`src/rtl/gain_ctrl_pkg.sv`:
```
`default_nettype none
// ============================================================================
// Module   : gain_ctrl_pkg
// Purpose  : Shared constants and types for the multi-channel gain controller.
//            Holds the register map, the CTRL bit positions and the readback
//            field offset, plus the per-channel step direction type.
// Ports    : none (package)
// Revision : 1.0 - initial multi-channel release
// ============================================================================
package gain_ctrl_pkg;

  // Word addresses on the Avalon-MM slave
  localparam int ADDR_CTRL    = 0;
  localparam int ADDR_DIV     = 1;
  localparam int ADDR_SHADOW0 = 2;

  // CTRL register bit positions
  localparam int RAMP_EN = 0;
  localparam int APPLY   = 1;
  localparam int BUSY    = 2;

  // LSB of the current-output field in a SHADOW readback word
  localparam int READBACK_CUR_LSB = 16;

  // Direction a channel output moves on the next ramp tick
  typedef enum logic [1:0] {
    STEP_HOLD = 2'd0,
    STEP_UP   = 2'd1,
    STEP_DOWN = 2'd2
  } step_dir_e;

endpackage
`default_nettype wire

```
`src/rtl/gain_ctrl_mc_if.sv`:
```
`default_nettype none
// ============================================================================
// Module   : gain_ctrl_mc_if
// Purpose  : Avalon-MM slave bus bundle for the gain controller.
// Ports    : address    - word address (ADDR_W bits)
//            chipselect - slave select
//            write_n    - active-low write strobe
//            writedata  - 32-bit write data
//            readdata   - 32-bit read data, zero read latency
//            Modports: master (bus driver) and slave (the controller).
// Revision : 1.0 - initial multi-channel release
// ============================================================================
interface gain_ctrl_mc_if #(
  parameter int ADDR_W = 3
);

  logic [ADDR_W-1:0] address;
  logic              chipselect;
  logic              write_n;
  logic [31:0]       writedata;
  logic [31:0]       readdata;

  modport master (
    output address,
    output chipselect,
    output write_n,
    output writedata,
    input  readdata
  );

  modport slave (
    input  address,
    input  chipselect,
    input  write_n,
    input  writedata,
    output readdata
  );

endinterface
`default_nettype wire

```
`src/rtl/gain_ramp_ch.sv`:
```
`default_nettype none
// ============================================================================
// Module   : gain_ramp_ch
// Purpose  : One gain channel. Holds the committed target and the current
//            output code. The output either copies the target (snap) or moves
//            one LSB toward it on each tick.
// Ports    : clk, reset_n - clock, asynchronous active-low reset
//            load         - commit load_val into the target register
//            load_val     - new target (the channel's shadow register)
//            tick         - ramp step strobe from the shared prescaler
//            snap         - copy target into output (ramping disabled)
//            out          - current gain code
//            ch_busy      - output differs from target
// Revision : 1.0 - initial multi-channel release
// ============================================================================
module gain_ramp_ch
  import gain_ctrl_pkg::*;
#(
  parameter int          GAIN_W     = 5,
  parameter int unsigned RESET_GAIN = 0
) (
  input  logic              clk,
  input  logic              reset_n,
  input  logic              load,
  input  logic [GAIN_W-1:0] load_val,
  input  logic              tick,
  input  logic              snap,
  output logic [GAIN_W-1:0] out,
  output logic              ch_busy
);

  logic [GAIN_W-1:0] r_target;
  logic [GAIN_W-1:0] r_out;
  step_dir_e         w_dir;

  // Direction is taken from the registered target, so a retarget that lands
  // on the same edge as a tick steps toward the old target for that one edge.
  always_comb begin
    w_dir = STEP_HOLD;
    if (r_out < r_target) begin
      w_dir = STEP_UP;
    end else if (r_out > r_target) begin
      w_dir = STEP_DOWN;
    end
  end

  always_ff @(posedge clk or negedge reset_n) begin
    if (!reset_n) begin
      r_target <= GAIN_W'(RESET_GAIN);
      r_out    <= GAIN_W'(RESET_GAIN);
    end else begin
      if (load) begin
        r_target <= load_val;
      end
      if (snap) begin
        r_out <= r_target;
      end else if (tick) begin
        // Stepping stops at the target, so the unsigned code never wraps.
        case (w_dir)
          STEP_UP:   r_out <= r_out + GAIN_W'(1);
          STEP_DOWN: r_out <= r_out - GAIN_W'(1);
          default:   r_out <= r_out;
        endcase
      end
    end
  end

  assign out     = r_out;
  assign ch_busy = (w_dir != STEP_HOLD);

endmodule
`default_nettype wire

```
`src/rtl/gain_ctrl_mc.sv`:
```
`default_nettype none
// ============================================================================
// Module   : gain_ctrl_mc
// Purpose  : Multi-channel PGA gain controller. An Avalon-MM slave holds
//            per-channel shadow gains that commit atomically on an APPLY
//            write. Each channel output jumps to its target or slews one LSB
//            per prescaler tick. busy is high while any channel is unsettled;
//            done pulses for one cycle when busy falls.
// Ports    : clk, reset_n - clock, asynchronous active-low reset
//            bus          - Avalon-MM slave (address, chipselect, write_n,
//                           writedata, readdata with zero read latency)
//            out_port     - current codes, channel c at [c*GAIN_W +: GAIN_W]
//            busy         - any channel output differs from its target
//            done         - one-cycle pulse when busy falls
// Note     : the register map needs 2+NUM_CH <= 2**ADDR_W.
// Revision : 1.0 - initial multi-channel release
// ============================================================================
module gain_ctrl_mc
  import gain_ctrl_pkg::*;
#(
  parameter int          NUM_CH     = 2,
  parameter int          GAIN_W     = 5,
  parameter int          ADDR_W     = 3,
  parameter int          DIV_W      = 16,
  parameter int unsigned RESET_GAIN = 0
) (
  input  logic                     clk,
  input  logic                     reset_n,
  gain_ctrl_mc_if.slave            bus,
  output logic [NUM_CH*GAIN_W-1:0] out_port,
  output logic                     busy,
  output logic                     done
);

  // --------------------------------------------------------------------------
  // Bus decode
  // --------------------------------------------------------------------------
  logic w_wr;
  logic w_wr_ctrl;
  logic w_wr_div;
  logic w_apply;

  assign w_wr      = bus.chipselect & ~bus.write_n;
  assign w_wr_ctrl = w_wr && (bus.address == ADDR_W'(ADDR_CTRL));
  assign w_wr_div  = w_wr && (bus.address == ADDR_W'(ADDR_DIV));
  assign w_apply   = w_wr_ctrl && bus.writedata[APPLY];

  // Only the low bits of writedata are stored anywhere.
  logic unused_wdata;
  assign unused_wdata = ^bus.writedata;

  // --------------------------------------------------------------------------
  // Control registers and shadows
  // --------------------------------------------------------------------------
  logic                          r_ramp_en;
  logic [DIV_W-1:0]              r_step_div;
  logic [NUM_CH-1:0][GAIN_W-1:0] r_shadow;

  always_ff @(posedge clk or negedge reset_n) begin
    if (!reset_n) begin
      r_ramp_en  <= 1'b0;
      r_step_div <= DIV_W'(1);
    end else begin
      // The APPLY write carries RAMP_EN too, so mode and targets commit together.
      if (w_wr_ctrl) begin
        r_ramp_en <= bus.writedata[RAMP_EN];
      end
      if (w_wr_div) begin
        r_step_div <= bus.writedata[DIV_W-1:0];
      end
    end
  end

  always_ff @(posedge clk or negedge reset_n) begin
    if (!reset_n) begin
      for (int c = 0; c < NUM_CH; c++) begin
        r_shadow[c] <= GAIN_W'(RESET_GAIN);
      end
    end else begin
      for (int c = 0; c < NUM_CH; c++) begin
        if (w_wr && (bus.address == ADDR_W'(ADDR_SHADOW0 + c))) begin
          r_shadow[c] <= bus.writedata[GAIN_W-1:0];
        end
      end
    end
  end

  // --------------------------------------------------------------------------
  // Ramp prescaler
  // --------------------------------------------------------------------------
  logic [DIV_W-1:0] r_presc;
  logic [DIV_W-1:0] w_div_eff;
  logic             w_presc_tc;
  logic             w_tick;

  // A divider of 0 behaves as 1 (tick every busy cycle).
  assign w_div_eff  = (r_step_div == '0) ? DIV_W'(1) : r_step_div;
  assign w_presc_tc = (r_presc == (w_div_eff - DIV_W'(1)));
  // A divider write restarts the count, so it also suppresses the tick that
  // the old count would have produced on that edge.
  assign w_tick     = busy && r_ramp_en && w_presc_tc && !w_wr_div;

  // Held at 0 while idle, so the first step lands exactly max(STEP_DIV,1)
  // cycles after busy rises. An APPLY during a ramp leaves it running.
  always_ff @(posedge clk or negedge reset_n) begin
    if (!reset_n) begin
      r_presc <= '0;
    end else if (!busy || w_wr_div || w_presc_tc) begin
      r_presc <= '0;
    end else begin
      r_presc <= r_presc + DIV_W'(1);
    end
  end

  // --------------------------------------------------------------------------
  // Channels
  // --------------------------------------------------------------------------
  logic [NUM_CH-1:0][GAIN_W-1:0] w_out;
  logic [NUM_CH-1:0]             w_ch_busy;

  for (genvar c = 0; c < NUM_CH; c++) begin : g_ch
    gain_ramp_ch #(
      .GAIN_W     (GAIN_W),
      .RESET_GAIN (RESET_GAIN)
    ) u_ch (
      .clk      (clk),
      .reset_n  (reset_n),
      .load     (w_apply),
      .load_val (r_shadow[c]),
      .tick     (w_tick),
      .snap     (!r_ramp_en),
      .out      (w_out[c]),
      .ch_busy  (w_ch_busy[c])
    );

    assign out_port[c*GAIN_W +: GAIN_W] = w_out[c];
  end

  // --------------------------------------------------------------------------
  // busy / done
  // --------------------------------------------------------------------------
  logic r_busy_q;

  // busy compares registered outputs against registered targets, so it rises
  // on the APPLY edge itself and falls on the edge of the final step.
  assign busy = |w_ch_busy;

  always_ff @(posedge clk or negedge reset_n) begin
    if (!reset_n) begin
      r_busy_q <= 1'b0;
    end else begin
      r_busy_q <= busy;
    end
  end

  assign done = r_busy_q & ~busy;

  // --------------------------------------------------------------------------
  // Read mux (combinational, zero latency)
  // --------------------------------------------------------------------------
  always_comb begin
    bus.readdata = '0;
    if (bus.address == ADDR_W'(ADDR_CTRL)) begin
      bus.readdata[RAMP_EN] = r_ramp_en;
      bus.readdata[BUSY]    = busy;
    end else if (bus.address == ADDR_W'(ADDR_DIV)) begin
      bus.readdata[DIV_W-1:0] = r_step_div;
    end
    for (int c = 0; c < NUM_CH; c++) begin
      if (bus.address == ADDR_W'(ADDR_SHADOW0 + c)) begin
        bus.readdata[GAIN_W-1:0]                  = r_shadow[c];
        bus.readdata[READBACK_CUR_LSB +: GAIN_W]  = w_out[c];
      end
    end
  end

endmodule
`default_nettype wire

```
`src/flat_wrapper.sv`:
```
// flat-port wrapper written by rule: the top's interface ports become plain ports
module gain_ctrl_mc_flat import gain_ctrl_pkg::*;
#(
  parameter int          NUM_CH     = 2,
  parameter int          GAIN_W     = 5,
  parameter int          ADDR_W     = 3,
  parameter int          DIV_W      = 16,
  parameter int unsigned RESET_GAIN = 0
)
  (clk, reset_n, out_port, busy, done, bus_address, bus_chipselect, bus_write_n, bus_writedata, bus_readdata);
  gain_ctrl_mc_if #(.ADDR_W(ADDR_W)) bus_i ();
  input  logic clk;
  input  logic reset_n;
  output logic [NUM_CH*GAIN_W-1:0] out_port;
  output logic busy;
  output logic done;
  input wire logic [$bits(bus_i.address)-1:0] bus_address;
  input wire logic [$bits(bus_i.chipselect)-1:0] bus_chipselect;
  input wire logic [$bits(bus_i.write_n)-1:0] bus_write_n;
  input wire logic [$bits(bus_i.writedata)-1:0] bus_writedata;
  output wire logic [$bits(bus_i.readdata)-1:0] bus_readdata;
  assign bus_i.address = bus_address;
  assign bus_i.chipselect = bus_chipselect;
  assign bus_i.write_n = bus_write_n;
  assign bus_i.writedata = bus_writedata;
  assign bus_readdata = bus_i.readdata;
  gain_ctrl_mc #(.NUM_CH(NUM_CH), .GAIN_W(GAIN_W), .ADDR_W(ADDR_W), .DIV_W(DIV_W), .RESET_GAIN(RESET_GAIN)) u_core (.clk(clk), .reset_n(reset_n), .bus(bus_i), .out_port(out_port), .busy(busy), .done(done));
endmodule
```
`config.mk`:
```
export PLATFORM = sky130hd
export DESIGN_NAME = gain_ctrl_mc_flat
export DESIGN_NICKNAME = d
export VERILOG_FILES = /design/src/rtl/gain_ctrl_pkg.sv /design/src/rtl/gain_ctrl_mc_if.sv /design/src/rtl/gain_ramp_ch.sv /design/src/rtl/gain_ctrl_mc.sv /design/src/flat_wrapper.sv
export SDC_FILE = /design/constraint.sdc
export NUM_CORES = 1
export LEC_CHECK = 0
export CAP_MARGIN = 20
export CORE_MARGIN = 3
export CORE_UTILIZATION = 38
export DETAILED_ROUTE_END_ITERATION = 6
export PLACE_DENSITY_LB_ADDON = 0.08
export RECOVER_POWER = 50
export SYNTH_ARGS = -nofsm -noshare
export SYNTH_HDL_FRONTEND = slang
export SYNTH_SLANG_ARGS = --single-unit
```
`constraint.sdc`:
```
create_clock -name clk -period 3.85 [get_ports clk]
set_input_delay 0.5775 -clock clk [delete_from_list [all_inputs] [get_ports clk]]
set_output_delay 0.5775 -clock clk [all_outputs]
set_load 0.01 [all_outputs]
```
== Word level (Yosys, flattened, before mapping) ==
Index checks and enable logic that the tools add are counted.
Storage, ports and cells
  flip-flop bits (word level): 64
  input port bits: 39
  output and inout bits: 44
Cells by class
  $add $sub $neg: 6
  magnitude comparators: 4
  eq/ne operators: 11
  multiplexer cells: 21
  bitwise operators: 4
  reductions and logical operators: 19
Operator list (count)
  $mux W16: 3
  $mux W5: 8
  $pmux W5 S2: 2
  $add A16 B1 Y16 const B: 1
  $eq A16 B16 Y1: 1
  $logic_not A16 Y1: 1
  $sub A16 B1 Y16 const B: 1
  $mux W13: 1
  $add A5 B1 Y5 const B: 2
  $gt A5 B5 Y1: 2
  $lt A5 B5 Y1: 2
  $sub A5 B1 Y5 const B: 2
  $logic_and A1 B1 Y1: 8
  $mux W2: 4
  $eq A3 B2 Y1 const B: 2
  $ne A3 B3 Y1 const B: 2
  $eq A2 B1 Y1 const B: 2
  $eq A2 B2 Y1 const B: 2
  $reduce_and A2 Y1: 2
  $reduce_bool A2 Y1: 2
  $eq A3 B1 Y1 const B: 1
  $logic_not A3 Y1: 1
  $mux W1: 3
  $and A1 B1 Y1: 2
  other kinds (5): 8

== Logic depth before layout (Yosys ltp) ==
Gate-level depths: netlist (run 1).
  word-level depth: 10
  mapped depth: 16

== Hierarchy ==
A second synthesis (run 1) with hierarchy kept.
Unflattened totals
  cell total of the unflattened synthesis: 437
  area total of the unflattened synthesis: 4199.0 µm²
By module, submodules not included
  gain_ctrl_mc: times used 1, cells each 290, area an instance 2801.4 µm², seq. area each 1102.3 µm²
  gain_ramp_ch (u_core.g_ch[1].u_ch): times used 1, cells each 75, area an instance 708.2 µm², seq. area each 250.2 µm²
  gain_ramp_ch (u_core.g_ch[0].u_ch): times used 1, cells each 72, area an instance 689.4 µm², seq. area each 250.2 µm²

== Worst setup path before layout (run 1) ==
Ideal clock, no wire load.
  kind: register to register
  from: reg u_core.r_step_div[8]
  to: reg u_core.g_ch[0].u_ch.r_out[1]
  library setup time: 0.125 ns
  arrival: 3.148 ns
  required time: 3.725 ns
  setup slack: 0.577 ns
  stages on the path, launching flop included: 15
  path buffers: 2
  period minus slack after synthesis: 3.273 ns
  cells stage by stage: dfrtp_1 -> clkbuf_1 -> nor3_1 -> and3_1 -> a21oi_1 -> ha_1 -> nor3b_2 -> nor4bb_1 -> xnor2_1 -> nand4_1 -> nor4_2 -> and4_1 -> buf_6 -> mux2i_1 -> mux2_4
Between the ends
  longest elaborated chain between the ends: 8
Ends and longest elaborated chain
  from (decl): line gain_ctrl_mc.sv:56  | logic [DIV_W-1:0] r_step_div;
  from (signal assigned): line gain_ctrl_mc.sv:69  | r_step_div <= bus.writedata[DIV_W-1:0];
  $logic_not A16 Y1: line gain_ctrl_mc.sv:97  | assign w_div_eff = (r_step_div == '0) ? DIV_W'(1) : r_step_div;
  $mux W16 *: line gain_ctrl_mc.sv:97
  $sub A16 B1 Y16 *: line gain_ctrl_mc.sv:98  | assign w_presc_tc = (r_presc == (w_div_eff - DIV_W'(1)));
  $eq A16 B16 Y1 *: line gain_ctrl_mc.sv:98
  $logic_and A1 B1 Y1 * (2 in a row): line gain_ctrl_mc.sv:101  | assign w_tick = busy && r_ramp_en && w_presc_tc && !w_wr_div;
  $ne A2 B2 Y1 (no line) *
  $reduce_and A2 Y1 (no line) *
  to (signal assigned): line gain_ramp_ch.sv:60  | STEP_UP: r_out <= r_out + GAIN_W'(1);
  to (signal assigned): line gain_ramp_ch.sv:61  | STEP_DOWN: r_out <= r_out - GAIN_W'(1);
  to (signal assigned): line gain_ramp_ch.sv:62  | default: r_out <= r_out;
  to (decl): line gain_ramp_ch.sv:33  | logic [GAIN_W-1:0] r_out;
Mark *: on every way between the ends. The rest lies on a longest branch, timed or not.
A chain may end at the register's enable or synchronous reset.

== Worst setup path after layout (run 1) ==
  from: reg u_core.g_ch[1].u_ch.r_out[1]
  to: out bus_readdata[2]
Between the ends
  longest elaborated chain between the ends: 8
Ends and longest elaborated chain
  from (decl): line gain_ramp_ch.sv:33
  from (signal assigned): line gain_ramp_ch.sv:50  | r_out <= GAIN_W'(RESET_GAIN);
  from (signal assigned): line gain_ramp_ch.sv:56  | r_out <= r_target;
  from (signal assigned): line gain_ramp_ch.sv:60
  $gt A5 B5 Y1: line gain_ramp_ch.sv:42  | end else if (r_out > r_target) begin
  $mux W2: line gain_ramp_ch.sv:42
  $mux W2 *: line gain_ramp_ch.sv:40  | if (r_out < r_target) begin
  $reduce_bool A2 Y1 *: line gain_ramp_ch.sv:69  | assign ch_busy = (w_dir != STEP_HOLD);
  $reduce_or A2 Y1 *: line gain_ctrl_mc.sv:146  | assign busy = |w_ch_busy;
  $mux W1 *: line gain_ctrl_mc.sv:163  | if (bus.address == ADDR_W'(ADDR_CTRL)) begin
  $mux W5 * (2 in a row): line gain_ctrl_mc.sv:170  | if (bus.address == ADDR_W'(ADDR_SHADOW0 + c)) begin
  to (decl): line flat_wrapper.sv:21  | output wire logic [$bits(bus_i.readdata)-1:0] bus_readdata;
Marks and branches as above.

==> results of run 1 <==
## state kept, by name, indices dropped and copies added, names as in the netlist
register and cells:
u_core.r_shadow 10, u_core.g_ch.u_ch.r_target 10, u_core.g_ch.u_ch.out 10, u_core.r_ramp_en 1, u_core.r_step_div 16, u_core.r_busy_q 1
u_core.r_presc 16
## layout by cell type (no fill, tap or decap), types with 3 or more instances in the layout
master            n
nand3_1          24
mux2_2           26
nand2b_1          4
a21oi_1          15
nor2_1           41
nand4_1           5
a22oi_1           3
clkdlybuf4s50_1  48
nor3_1            5
nand3b_1          7
inv_1            25
o21ai_0           8
and2_1           11
ha_1             18
o31ai_1           3
xor2_1           13
dfrtp_1          63
buf_4            19
clkbuf_16         9
and3_1            8
o221ai_1          3
or3_1             4
nand2_1          59
dlygate4sd3_1     6
conb_1           11
nor2b_1           7
nor4_1            6
mux2i_1          10
a21o_1            6
xnor2_1          21
## through the flow
stage	hold WS [ps]	cell area, um2	instances	worst slack, ps
finish	524.3	5394	681	191.5
detailed placement	520.6	5099	665	264.3
CTS	356.9	5398	681	171.0
global placement	495.0	5099	665	327.7
floorplan	281.9	4400	481	576.7
global route	549.2	5394	681	17.20
## synthesized netlist by cell type, drive strengths merged, types with 9 or more instances
cell type	count
dfrtp	63
nand2	59
nor2	42
mux2	27
inv	25
nand3	24
xnor2	21
ha	18
buf	16
a21oi	15
clkbuf	15
xor2	13
and2	11
mux2i	10
o21ai	10
nor4	9
## power groups by stage
stage | Combinational, mW | Sequential, mW | Clock [mW]
final | 1.37 | 1.04 | 0.820
after global routing | 1.56 | 1.07 | 0.868
after CTS | 1.38 | 1.04 | 0.841
after detailed placement | 1.37 | 1.05 | 0
after global placement | 1.34 | 1.05 | 0
after floorplan | 1.03 | 0.966 | 0
## kinds of logic (layout without fill, tap and decap cells)
group	Yosys count	after routing	synth area share [%]
buffers and inverters	56	116	6.223
XOR/XNOR	35	35	7.342
multiplexers	39	39	10.38
other	1	11	0.08595
AND/OR/NAND/NOR	201	201	24.38
AO/OA/AOI/OAI	55	55	8.776
adder cells (fa/ha/maj)	20	20	6.080
flip-flops	64	64	36.74
## final cells by class
class                      count  area share (%)
clock buffer                  11           4.500
clock inverter                 5           1.044
inverter                      25           1.740
multi-input combinational    361           46.93
sequential                    64           29.71
tap                          140           3.248
timing repair buffer          75           12.83
## worst max-delay path by stage
stage,to,cells after the start
floorplan,u_core.g_ch[0].u_ch.out[1],14
global placement,u_core.g_ch[0].u_ch.out[1],12
detailed placement,u_core.g_ch[0].u_ch.out[1],12
CTS,bus_readdata[2],9
global route,u_core.g_ch[0].u_ch.out[3],12
finish,bus_readdata[2],9
## per-layer routing
| layer | GRT usage (%) | vias to the layer above | wire length [um] |
|---|---|---|---|
| met5 | 0 | - | 0 |
| met4 | 5.369 | 0 | 168 |
| met2 | 27.21 | 68 | 4736 |
| met3 | 3.262 | 11 | 498 |
| met1 | 26.00 | 1714 | 5552 |
| li1 | - | 1749 | - |
==> results_dict.tcl, run 1 <==
set metrics [dict create \
    utilization_pct 48.90 \
    drive_gt1_share_pct 14.42 \
    syn_area_per_cell_um2 9.263 \
    drc 0 \
    ir_drop_uv 215.2 \
    clockPowerShare_pct 25.4 \
    clk_path_buf_depth 2 \
    grt-ovfl-total 0 \
    r2r_end "u_core.g_ch[0].u_ch.out[1]" \
    first_global_vias 3534 \
    yosysWarnings 0 \
    cts.sinks 64 \
    violations "capacitance limit, slew limit" \
    hold_depth 1 \
    syn_inst 471 \
    r2r_cells 12 \
    ys_seq_area_share_pct 36.74 \
    power_density_nw_per_um2 598.5 \
    timing.slew.headroom_pct -22.30 \
    crit_family "simple AND/OR/NAND/NOR gates" \
    slowest_delay_ps 490 \
    die_w_um 113.2 \
    end_kind "output pin" \
    outcome "finished, violations left" \
    numCtsBuffers 9 \
    clk_pin_slew_ps 50 \
    grt_pass1_wl_um 18290 \
    power_leakage_nw 2.421 \
    antenna_left 0 \
    rsz0062_at_grt "false" \
    cp_common_cell "nor2b_1" \
    via_per_inst 5.201 \
    grt_max_degree 34 \
    cp_slowest_cell "clkdlybuf4s50_1" \
    dp_hpwl_um 8400 \
    fin_skew_ps 7.513 \
    multi_input_area_um2 2531 \
    fill_cells 1091 \
    ctsRootBufferMaster "clkbuf_16" \
    cts-resized-gates 0 \
    tritoncts "done" \
    finalCritPeriodShare_pct 95.03 \
    slew_viol_final 34 \
    drt-initial-drc-count 156 \
    cts_setup_buffers 0 \
    setup_viol 0 \
    critical_path_arrival_ps 3080 \
    critPathLaunch "u_core.g_ch[1].u_ch.out[1]" \
    critPathLaunchType "flip-flop" \
    drt_wl_total_um 10960 \
    die_h_um 113.2 \
    p_comb_share_pct 42.3 \
    r2r-start "u_core.r_step_div[15]" \
    num_vias 3542 \
    critical_path_buf_inv_count 1 \
    port-buffer-count 55 \
    pwr-share-seq_pct 32.3 \
    htree_levels 3 \
    grt_usage_pct 17.91 \
    netlist_area_um2 4363 \
    total_power_mw 3.228 \
    antenna_cells 0 \
    holdCritPathClass "reg2reg" \
    cp_cell_sequence "ha_1, nor2b_1, o21a_1, o21ai_0, a21o_1, or2_2, mux4_2, nor2b_1, clkdlybuf4s50_1" \
    fin_nets 595 \
    worst_pin_slew_ps 1835 \
    clk_latency_ps 330 \
    yosys-top-cells-area "dfrtp_1, mux2_2, ha_1" \
    gp_congestion 0.8324 \
    wire_per_inst_um 16.09 \
    ys_ff_latch 64 \
    worst_ep_required_time_ps 3270 \
    detail_route.first_pass.iterations 4 \
    crit_fanout 6 \
    min_from "u_core.g_ch[1].u_ch.r_target[3]" \
    grt_antenna_before_repair 0 \
    cap_violations 1 \
    regToRegSetupSlack_ps 290 \
    finalHoldViolCount 0 \
    synth_cell_types 66 \
    initial_core_util_pct 39.55 \
    netSwitchingPower_mw 1.200 \
    synth_async_sr_flop_share_pct 100.0 \
    postCtsHoldBufs 0 \
    syn_to_final_growth_pct 23.63 \
    max_clock_freq_ghz 0.2733 \
    critical_path_class "reg2out" \
    ioPinCount 83 \
    synth_top_flop_cell "dfrtp_1" \
    whs_endpoint "u_core.g_ch[1].u_ch.r_target[3]" \
    p_sw_share_pct 37.18 \
    rows 38 \
    synth_enable_flop_cells 0 \
    coreArea_um2 11030 \
    synth_top_area_share_pct 36.13 \
    seq_area_um2 1603 \
    setup_tns_ps 0 \
    synth_top_area_cell "dfrtp_1" \
    dieArea_um2 12800 \
    p_int_mw 2.028 \
    fin_crit_ps 3659 \
]
Note: power is estimated with default switching activity, not from simulation.
==> inputs of run 2 (changes only) <==
--- a/config.mk
+++ b/config.mk
@@ -9,7 +9,7 @@
 export CORE_MARGIN = 3
 export CORE_UTILIZATION = 38
 export DETAILED_ROUTE_END_ITERATION = 6
-export PLACE_DENSITY_LB_ADDON = 0.08
+export PLACE_DENSITY = 0.64
 export RECOVER_POWER = 50
 export SYNTH_ARGS = -nofsm -noshare
 export SYNTH_HDL_FRONTEND = slang
==> results_dict.tcl, run 2 (same netlist as run 1, synthesis figures left out) <==
set metrics [dict create \
    fin_nets 599 \
    detail_route.first_pass.iterations 4 \
    stdcell_count 685 \
    max_clock_freq_ghz 0.2756 \
    clk_latency_ps 330 \
    htree_levels 3 \
    critical_path_arrival_ps 3050 \
    coreArea_um2 11030 \
    finalCritPeriodShare_pct 94.24 \
    critPathLaunchType "flip-flop" \
    setup_viol 0 \
    gp_congestion 0.9285 \
    placed_area_um2 5129 \
    antenna_left 0 \
    postCtsHoldBufs 0 \
    syn_to_final_growth_pct 24.95 \
    cts-resized-gates 0 \
    final_common_cell "dfrtp_1" \
    setup_tns_ps 0 \
    dp_hpwl_um 8383 \
    worst_pin_slew_ps 2084 \
    final_cell_mix "dfrtp_1, nand2_1, clkdlybuf4s50_1" \
    fin_area_um2 5451 \
    placed_cells 669 \
    initial_core_util_pct 39.55 \
    violations "capacitance limit, slew limit" \
    tritoncts "done" \
    crit_fanout 6 \
    num_vias 3632 \
    fill_cells 1038 \
    drt_wl_total_um 10690 \
    use_met1_pct 20.94 \
    cap_violations 1 \
    ctsRootBufferMaster "clkbuf_16" \
    grt-ovfl-total 0 \
    outcome "finished, violations left" \
    rsz0062_at_grt "false" \
    grt_antenna_before_repair 0 \
    cts.sinks 64 \
    worst_ep_required_time_ps 3270 \
    critical_path_class "reg2out" \
    grt_pass1_wl_um 18200 \
    ir_drop_uv 373.6 \
    dieArea_um2 12800 \
    holdWs_ps 504.4 \
    timing.slew.headroom_pct -38.93 \
    end_kind "output pin" \
    fin_crit_ps 3628 \
    clk_pin_slew_ps 60 \
    slew_viol_final 38 \
    drc 0 \
    first_global_vias 3676 \
    grt_use_met2_pct 30.13 \
    power_leakage_nw 2.448 \
    holdCritPathClass "reg2reg" \
    drt-initial-drc-count 251 \
    via_per_inst 5.302 \
    rows 38 \
    grt_use_met3_pct 4.385 \
    wire_per_inst_um 15.61 \
    grt.busiest_layer "met2" \
    power_density_nw_per_um2 608.5 \
    reg.largest.list "u_core.r_presc (16), u_core.r_step_div (16)" \
    numCtsBuffers 9 \
    drive_gt1_share_pct 15.05 \
    grt_usage_pct 17.52 \
    ioPinCount 83 \
    die_h_um 113.2 \
    finalHoldViolCount 0 \
    port-buffer-count 55 \
    antenna_cells 0 \
    clk_path_buf_depth 2 \
    grt_max_degree 38 \
    fin_skew_ps 7.886 \
    die_w_um 113.2 \
    cts_setup_buffers 0 \
]
run 2: through the flow:
stage | total power, mW | utilization, % | setup slack (ps)
2_1_floorplan | 1.992 | - | 576.7
3_3_place_gp | 2.388 | 46.50 | 381.2
3_5_place_dp | 2.444 | 46.50 | 319.5
4_1_cts | 3.352 | 49.47 | 184.7
5_1_grt | 3.569 | 49.42 | 19.15
6_report | 3.317 | 49.42 | 221.7
run 2: per-layer routing:
metal  vias up  wire [um]
met5         -          0
met4         0        305
met3        24        508
met2        90       5379
met1      1757       4497
li1       1761          -
run 2: layout make-up:
cell class / count / area [um2] / area share (%)
Clock inverter: 7 / 102.6 / 1.882
Timing Repair Buffer: 79 / 720.7 / 13.22
Sequential cell: 64 / 1603 / 29.40
Clock buffer: 9 / 225.2 / 4.131
Multi-Input combinational cell: 361 / 2531 / 46.43
Inverter: 25 / 93.84 / 1.721
Tap cell: 140 / 175.2 / 3.213
run 2: critical path, stage by stage (launching register included):
cell	delay (ps)
dfrtp_1	460
ha_1	320
nor2b_1	130
o21a_1	110
o21ai_0	90
a21o_1	200
or2_2	340
mux4_2	460
nor2b_1	140
clkdlybuf4s50_1	470
run 2: worst paths after layout:
kind / start / endpoint / slack (ps) / depth (start not counted)
max: u_core.g_ch[1].u_ch.out[1] / bus_readdata[2] / 220 / 9
min: u_core.g_ch[1].u_ch.r_target[3] / u_core.g_ch[1].u_ch.r_target[3] / 500 / 1
max reg2reg: u_core.r_step_div[15] / u_core.g_ch[0].u_ch.out[1] / 300 / 12
min reg2reg: u_core.g_ch[1].u_ch.r_target[3] / u_core.g_ch[1].u_ch.r_target[3] / 500 / 1
max in group asynchronous: reset_n / u_core.r_shadow[5] / 800 / 2
min in group asynchronous: reset_n / u_core.g_ch[1].u_ch.out[2] / 840 / 1
run 2: where the power goes:
group	internal, mW	total (mW)	switching (mW)	leakage [nW]
Sequential	0.819	1.02	0.202	0.822
Combinational	0.702	1.41	0.705	1.47
Clock	0.573	0.889	0.316	0.157
Total	2.09	3.32	1.22	2.45
